## config.mk

```make
export PLATFORM = sky130hd
export DESIGN_NAME = bus_grant_holder
export DESIGN_NICKNAME = d
export VERILOG_FILES = /design/src/rtl/bus_grant_holder.sv
export SDC_FILE = /design/constraint.sdc
export NUM_CORES = 1
export LEC_CHECK = 0
export CORE_UTILIZATION = 24
export CTS_CLUSTER_SIZE = 8
export DETAILED_ROUTE_END_ITERATION = 10
export HOLD_SLACK_MARGIN = 0.06
export PLACE_DENSITY = 0.81
export SYNTH_ARGS = -nofsm -noshare
export SYNTH_HDL_FRONTEND = slang
export SYNTH_SLANG_ARGS = --single-unit
```

## constraint.sdc

```tcl
create_clock -name clk -period 1.37 [get_ports clk]
set_input_delay 0.274 -clock clk [delete_from_list [all_inputs] [get_ports clk]]
set_output_delay 0.274 -clock clk [all_outputs]
set_load 0.01 [all_outputs]
```

## src/rtl/bus_grant_holder.sv

```systemverilog
// bus_grant_holder: burst-atomic bus lock behind a fixed-priority arbiter.
// Optional idle-owner watchdog enabled by defining BUS_GRANT_HOLDER_TIMEOUT_EN.
module bus_grant_holder #(
    parameter int width      = 2,
    parameter int data_width = 8,
    parameter int timeout    = 255
) (
    input  logic                        clk,
    input  logic                        rst,
    input  logic [width-1:0]            i_request,
    input  logic [width*data_width-1:0] i_data,
    input  logic [width-1:0]            i_last,
    output logic [width-1:0]            o_arb_request,
    input  logic [width-1:0]            i_arb_grant,
    output logic [width-1:0]            o_ack,
    output logic [width-1:0]            o_owner,
    output logic                        o_valid,
    output logic [data_width-1:0]       o_data,
    output logic                        o_last,
    input  logic                        i_ready,
    output logic                        o_timeout
);

    typedef enum logic {
        IDLE,
        BUSY
    } state_t;

    state_t           r_state;
    state_t           next_state;
    logic [width-1:0] r_owner;
    logic [width-1:0] next_owner;

    logic [width-1:0]      arb_hit;
    logic [width-1:0]      arb_pick;
    logic                  owner_req;
    logic                  owner_last;
    logic                  beat;
    logic                  timeout_hit;
    logic [data_width-1:0] owner_data;

    assign arb_hit    = i_arb_grant & i_request;
    assign arb_pick   = arb_hit & (~arb_hit + 1'b1);
    assign owner_req  = |(i_request & r_owner);
    assign owner_last = |(i_last & r_owner);
    assign beat       = (r_state == BUSY) & owner_req & i_ready & ~rst;
    assign o_owner    = r_owner;
    assign o_data     = owner_data;

    // One-hot owner selects its data slice; zero owner yields zero data.
    always_comb begin
        owner_data = '0;
        for (int k = 0; k < width; k++) begin
            if (r_owner[k]) begin
                owner_data = owner_data | i_data[k*data_width +: data_width];
            end
        end
    end

`ifdef BUS_GRANT_HOLDER_TIMEOUT_EN
    logic [7:0] r_idle_cnt;

    // Fires on the idle cycle that brings the silent count up to timeout.
    assign timeout_hit = (r_state == BUSY) & ~owner_req & ~rst
                       & ((int'(r_idle_cnt) + 1) >= timeout);

    // Counts BUSY cycles with no beat offered; saturates at 255.
    always_ff @(posedge clk) begin
        if (rst) begin
            r_idle_cnt <= '0;
        end else if (r_state != BUSY || beat) begin
            r_idle_cnt <= '0;
        end else if (!owner_req && r_idle_cnt != 8'hFF) begin
            r_idle_cnt <= r_idle_cnt + 8'd1;
        end
    end
`else
    localparam int unused_timeout = timeout;
    assign timeout_hit = 1'b0;
`endif

    // Next-state logic and combinational outputs of the ownership FSM.
    always_comb begin
        next_state    = r_state;
        next_owner    = r_owner;
        o_arb_request = '0;
        o_valid       = 1'b0;
        o_ack         = '0;
        o_last        = 1'b0;
        o_timeout     = 1'b0;
        unique case (r_state)
            IDLE: begin
                o_arb_request = i_request;
                if (|arb_hit) begin
                    next_state = BUSY;
                    next_owner = arb_pick;
                end
            end
            BUSY: begin
                o_valid = owner_req;
                o_last  = owner_last & owner_req;
                if (beat) begin
                    o_ack = r_owner;
                    if (owner_last) begin
                        next_state = IDLE;
                        next_owner = '0;
                    end
                end else if (timeout_hit) begin
                    o_timeout  = 1'b1;
                    next_state = IDLE;
                    next_owner = '0;
                end
            end
            default: begin
                next_state = IDLE;
                next_owner = '0;
            end
        endcase
        if (rst) begin
            o_arb_request = i_request;
            o_valid       = 1'b0;
            o_ack         = '0;
            o_last        = 1'b0;
            o_timeout     = 1'b0;
        end
    end

    // State and owner registers; reset aborts any burst on the same edge.
    always_ff @(posedge clk) begin
        if (rst) begin
            r_state <= IDLE;
            r_owner <= '0;
        end else begin
            r_state <= next_state;
            r_owner <= next_owner;
        end
    end

endmodule

```

==> run_results.csv, run 1 <==
group,metric,value,unit
outcome,outcome,"finished, violations left",
outcome,failed_checks,"setup timing",
floorplan,coreArea,1186,um2
clock_tree,clk_transition_reported_paths,0.04,ns
clock_tree,postCtsHoldBufs,0,
clock_tree,clock_latency,0.23,ns
floorplan,floorplan.die.width,39.03,um
clock_tree,clock_tree.root_cell,"clkbuf_4",
routing,detailroute.via_count,531,
finish,layout.cells.most_common,"clkdlybuf4s50_1",
timing,final_hold_viol_count,0,
synth,main_combinational_cell_family_by_area_after_synthesis,"compound AO/OA/AOI/OAI gates",
placement,port_buffers,40,
setup_path,worst-endpoint-arrival,1.12,ns
grt,grt_max_degree,11,
synth,yosys-mux-area-fraction,0,%
setup_path,path_cells,"a22oi_2, buf_6, nor4_4, buf_2",
timing,finClkSkew,0.002829,ns
finish,finalNonFillerCells,108,
finish,num_antenna_cells,0,
timing,postLayoutSetupSlackWorst,-0.02220,ns
synth,synth-seq-area-share,18.25,%
timing,final_min_period_over_clock_period,101.6,%
routing,routed_wire_length_per_instance,14.00,um
setup_path,worst-r2r-setup-slack,0.05,ns
setup_path,cp.buffers_inverters,2,
setup_path,crit_path_top_delay_cell,"dfxtp_2",
min_path,hold_path_startpoint,"i_request[0]",
floorplan,starting_utilization_of_the_core_area,27.74,%
power,ir_worst_vdd,0.0006343,V
synth,mappedNetlistArea,329.1,um2
min_path,timing.hold.worst.class,"input port to flop",
finish,final_layout_size_suffix_gt1_share,46.81,%
synth,post_synth_fa_ha_maj_area_fraction,0,%
synth,syn_inst,39,
grt,antenna_found_initial,0,
setup_path,required,1.10,ns
clock_tree,h_tree_depth_reported_by_cts,1,
timing,rsz0062_at_grt,"yes",
setup_path,worst_flop_to_flop_path_startpoint,"o_owner[1]",
finish,syn_to_final_growth,154.4,%
clock_tree,cts-root-to-sink-buffers,2,
synth,syn_avg_cell_area,8.438,um2
min_path,whs_path_depth,3,
clock_tree,cts.sinks,3,
timing,maxSlewViolCount,0,
synth,synthesis.nets,64,
setup_path,critical_path.max_fanout,4,
routing,detail_route.drc_violations,0,
timing,period_minus_slack,1.392,ns
placement,total_instance_count_after_detailed_placement,102,
floorplan,ios,42,
floorplan,fp-row-count,12,
grt,grt_total_ovfl,0,
floorplan,fp.dieArea,1523,um2
setup_path,worst_r2r_path_depth,5,
synth,synth_compound_gate_area_share,47.91,%
placement,gp_routability_congestion,0.7164,
routing,initial_drt_pass_iterations,3,
synth,ys.warnings.count,0,
setup_path,cp_startpoint_kind,"flop",
timing,finish_stage_setup_viols,3,
routing,drt-initial-drc-count,9,
synth,synth_seq_cells,3,
finish,most_used_cells_in_the_layout_excluding_fill_and_tap_cells,"clkdlybuf4s50_1 (19), buf_2 (14), buf_4 (11)",
routing,detail_route.wirelength,1.512,mm
setup_path,r2r-end,"o_owner[1]",
power,leakagePower,0.4388,nW
routing,routed_via_density,4.917,
min_path,min_delay_worst_endpoint,"o_owner[0]",
floorplan,chipHeight,39.03,um
grt,first_pass_grt_wire_length,2.104,mm
setup_path,crit_family,"flip-flops",
synth,yosys.area_share.simple,21.67,%
clock_tree,tritoncts.num_buffers,3,
placement,detailedPlacementHpwl,1.206,mm
finish,fin_nets,120,
grt,first_global_vias,494,
setup_path,timing.critical_path.to_type,"primary output",
synth,synth.distinct_cells,21,
setup_path,critical_path_class,"flop to primary output",
grt,groute.usage.overall,20.90,%
setup_path,slowest_delay,0.36,ns
run,number_of_maximum_capacitance_constraint_violations,0,
power,p_total,0.4945,mW
finish,utilization,70.57,%
power,power_density,590.7,nW/um2
timing,max_clock_freq,718.3,MHz
synth,synth-xor-area-share,0,%
routing,ant_nets,0,
clock_tree,tritoncts_clock_tree,"yes",
==> per-layer routing <==
metal | vias up | part of all wire (%) | global-route usage (%)
met5 | - | 0 | 0
met1 | 249 | 40 | 24.57
li1 | 259 | - | -
met2 | 19 | 52 | 34.17
met4 | 0 | 2.1 | 12.93
met3 | 4 | 5.2 | 4.046
==> sequential cells by signal (all words and copies together) (netlist names) <==
name and count:
r_state 1, o_owner 2
==> cell usage after synthesis <==
| cell | number | area, um2 |
|---|---|---|
| buf_2 | 2 | 10.01 |
| a22oi_2 | 1 | 12.51 |
| a31oi_1 | 1 | 6.260 |
| a22o_1 | 8 | 70.07 |
| o41ai_4 | 1 | 27.53 |
| o31ai_1 | 2 | 15.01 |
| nand2b_4 | 1 | 13.76 |
| nand2_1 | 2 | 7.510 |
| nor4_1 | 2 | 12.51 |
| inv_1 | 5 | 18.77 |
| buf_4 | 1 | 7.510 |
| nor3_1 | 1 | 5.000 |
| a22oi_4 | 1 | 21.27 |
| nand3_1 | 1 | 5.000 |
| a21oi_1 | 1 | 5.000 |
| and2_1 | 1 | 6.260 |
| dfxtp_1 | 3 | 60.06 |
| conb_1 | 1 | 3.750 |
| nand4_1 | 1 | 6.260 |
| and2_2 | 1 | 7.510 |
| nor2_1 | 2 | 7.510 |
==> worst min-delay path, stage by stage <==
cell and delay (ns):
clkbuf_2 0.12, nand3_1 0.07, o31ai_1 0.06
==> layout make-up <==
class | instances | area [um2]
well taps | 14 | 17.52
inverters | 5 | 18.77
flip-flops and latches | 3 | 62.56
repair buffers | 54 | 437.9
multi-input cells | 28 | 274.0
fillers | 108 | 349.1
clock buffers | 4 | 26.28
==> power breakdown <==
part           internal [mW]  switching (mW)
Clock                  0.109          0.0447
Sequential            0.0951         0.00733
Combinational          0.138          0.0998
==> kinds of logic (layout without fill, tap and decap cells) <==
group                  count (synthesis)  after routing
AO/OA/AOI/OAI                         15             15
other                                  1              1
flip-flops                             3              3
buffers and inverters                  8             63
AND/OR/NAND/NOR                       12             12
==> worst max-delay path by stage <==
stage / startpoint / end / slack (ns) / cells after the start
3_3_place_gp: i_request[0] / o_last / -0.58 / 4
4_1_cts: o_owner[0] / o_last / -0.09 / 4
6_report: o_owner[1] / o_ack[0] / -0.02 / 4
5_1_grt: r_state / o_ack[0] / -0.08 / 3
3_5_place_dp: i_request[0] / o_last / -0.69 / 4
2_1_floorplan: o_owner[1] / o_ack[1] / 0.05 / 3
==> metrics by stage <==
step	TNS (ns)	hold WS, ns	setup WS (ns)	instance area [um2]
final	-0.04829	0.3396	-0.02220	837.1
after global routing	-0.2300	0.3429	-0.07840	837.1
after CTS	-0.2376	0.4982	-0.08612	824.5
after detailed placement	-7.113	0.6203	-0.6853	832.0
after global placement	-6.407	0.6062	-0.5806	832.0
after floorplan	0	0.4064	0.04767	341.6
==> what timing repair did <==
item                                    in CTS  in global routing
resized for setup                           71                  5
pin swaps                                    1                  1
endpoints found under the setup margin      19                  3
cloned                                       0                  0
buffers inserted                             1                  1
Power figures use the tool's default switching activity.
==> run 2: changes to the inputs <==
CORE_ASPECT_RATIO = 1.1   (was not set)
CORE_UTILIZATION = 22   (was 24)
PLACE_DENSITY = 0.78   (was 0.81)
clock period = 1.2 ns   (was 1.37 ns; I/O delays follow)
==> run_results.csv, run 2 (same netlist as run 1, synthesis figures left out) <==
group,metric,value,unit
floorplan,chipHeight,42.57,um
timing,max_clock_freq,716.8,MHz
setup_path,worst-endpoint-arrival,1.16,ns
routing,routed_wire_length_per_instance,12.55,um
power,sequentialPowerShare,19.9,%
placement,port_buffers,40,
setup_path,required,0.96,ns
finish,largest_reg_flops,2,
floorplan,coreArea,1384,um2
routing,ant_nets,0,
min_path,timing.hold.worst.class,"input port to flop",
setup_path,critical_path.max_fanout,4,
setup_path,timing.critical_path.to_type,"primary output",
setup_path,cp_startpoint_kind,"flop",
clock_tree,cts.sinks,3,
grt,grt_total_ovfl,0,
power,netSwitchingPower,0.1748,mW
finish,n_fill_cell,126,
power,cell_internal_pwr,0.4126,mW
finish,final_layout_size_suffix_gt1_share,51.02,%
outcome,outcome,"finished, violations left",
placement,gp_routability_congestion,0.7863,
finish,layout.cells.most_common,"clkdlybuf4s50_1",
finish,most_used_cells_in_the_layout_excluding_fill_and_tap_cells,"clkdlybuf4s50_1 (18), buf_2 (12), buf_4 (12)",
clock_tree,clock_tree.root_cell,"clkbuf_4",
finish,syn_to_final_growth,173.0,%
outcome,failed_checks,"setup timing",
timing,maxSlewViolCount,0,
setup_path,critical_path_class,"flop to primary output",
routing,detail_route.drc_violations,0,
timing,finClkSkew,0.001542,ns
setup_path,path_cells,"a22oi_2, buf_4, nor4_4, buf_2",
clock_tree,tritoncts_clock_tree,"yes",
timing,postLayoutSetupSlackWorst,-0.1951,ns
power,leakagePower,0.4459,nW
routing,detailroute.via_count,533,
timing,final_hold_viol_count,0,
routing,drt-initial-drc-count,3,
floorplan,floorplan.die.width,38.88,um
power,power_density,653.9,nW/um2
clock_tree,h_tree_depth_reported_by_cts,1,
power,power.share.combinational,49.9,%
floorplan,fp-row-count,14,
routing,detail_route.wirelength,1.431,mm
grt,antenna_found_initial,0,
timing,rsz0062_at_grt,"yes",
floorplan,fp.dieArea,1655,um2
grt,first_global_vias,510,
finish,num_antenna_cells,0,
grt,grt_max_degree,11,
floorplan,starting_utilization_of_the_core_area,23.78,%
placement,preCtsSetupSlack,-0.7752,ns
finish,fin_nets,124,
placement,detailedPlacementHpwl,1.131,mm
clock_tree,clk_transition_reported_paths,0.04,ns
clock_tree,postCtsHoldBufs,0,
power,share_clk_of_total_power,30.1,%
routing,routed_via_density,4.675,
power,netSwitchingFraction,29.76,%
timing,finish_stage_setup_viols,17,
timing,period_minus_slack,1.395,ns
clock_tree,cts-root-to-sink-buffers,2,
setup_path,slowest_delay,0.33,ns
power,p_total,0.5874,mW
power,ir_worst_vdd,0.0004295,V
grt,first_pass_grt_wire_length,2.097,mm
clock_tree,clock_latency,0.23,ns
grt,groute.usage.overall,18.32,%
timing,final_min_period_over_clock_period,116.3,%
run,number_of_maximum_capacitance_constraint_violations,0,
routing,initial_drt_pass_iterations,2,
floorplan,ios,42,
clock_tree,tritoncts.num_buffers,3,
setup_path,crit_path_top_delay_cell,"dfxtp_2",
[run 2: metal layers]
| metal | vias to the layer above | track usage [%] | wire length [um] |
|---|---|---|---|
| met5 | - | 0 | 0 |
| met2 | 37 | 32.33 | 676 |
| met1 | 231 | 17.48 | 524 |
| met3 | 2 | 7.447 | 215 |
| met4 | 0 | 8.276 | 13 |
| li1 | 263 | - | - |
[run 2: cell type report]
type	instances	area, um2	share of cell area [%]
Timing Repair Buffer	58	495.5	55.15
Multi-Input combinational cell	28	271.5	30.22
Sequential cell	3	66.31	7.382
Clock buffer	4	26.28	2.925
Tap cell	16	20.02	2.228
Inverter	5	18.77	2.089
[run 2: power groups by stage]
stage / clock (mW) / sequential, mW / combinational (mW)
2_1_floorplan: 0 / 0.119 / 0.107
3_3_place_gp: 0 / 0.117 / 0.291
3_5_place_dp: 0 / 0.117 / 0.296
4_1_cts: 0.186 / 0.117 / 0.283
5_1_grt: 0.199 / 0.118 / 0.313
6_report: 0.177 / 0.117 / 0.293
[run 2: timing repair]
item                                    CTS  global route
pin swaps                                 4             3
endpoints found under the setup margin   19            19
gates cloned                              0             1
resized for setup                        79             8
buffers inserted                          3             1
[run 2: through the flow]
| stage | hold WS (ns) | util (%) | std cells | instance area, um2 | setup TNS (ns) |
|---|---|---|---|---|---|
| 6_report | 0.4742 | 64.92 | 114 | 898.4 | -1.718 |
| 3_5_place_dp | 0.6229 | 63.20 | 107 | 874.6 | -9.235 |
| 4_1_cts | 0.4707 | 63.02 | 113 | 872.1 | -1.863 |
| 2_1_floorplan | 0.3724 | - | 39 | 371.6 | 0 |
| 3_3_place_gp | 0.6214 | 63.20 | 107 | 874.6 | -8.990 |
| 5_1_grt | 0.4784 | 64.92 | 114 | 898.4 | -2.701 |
[run 2: final timing paths]
kind / startpoint / end / slack (ns) / cells past startpoint
min reg2reg: r_state / r_state / 0.61 / 3
min: i_request[1] / o_owner[1] / 0.47 / 3
max reg2reg: o_owner[0] / o_owner[0] / -0.07 / 5
max: o_owner[0] / o_ack[0] / -0.20 / 4
[run 2: critical path: cells and delay by family (launching register included)]
family,cells,cell delay (ns)
buffers and inverters,2,0.32
DFF,1,0.33
AOI/OAI and AO/OA,1,0.24
and+or+nand+nor,1,0.03
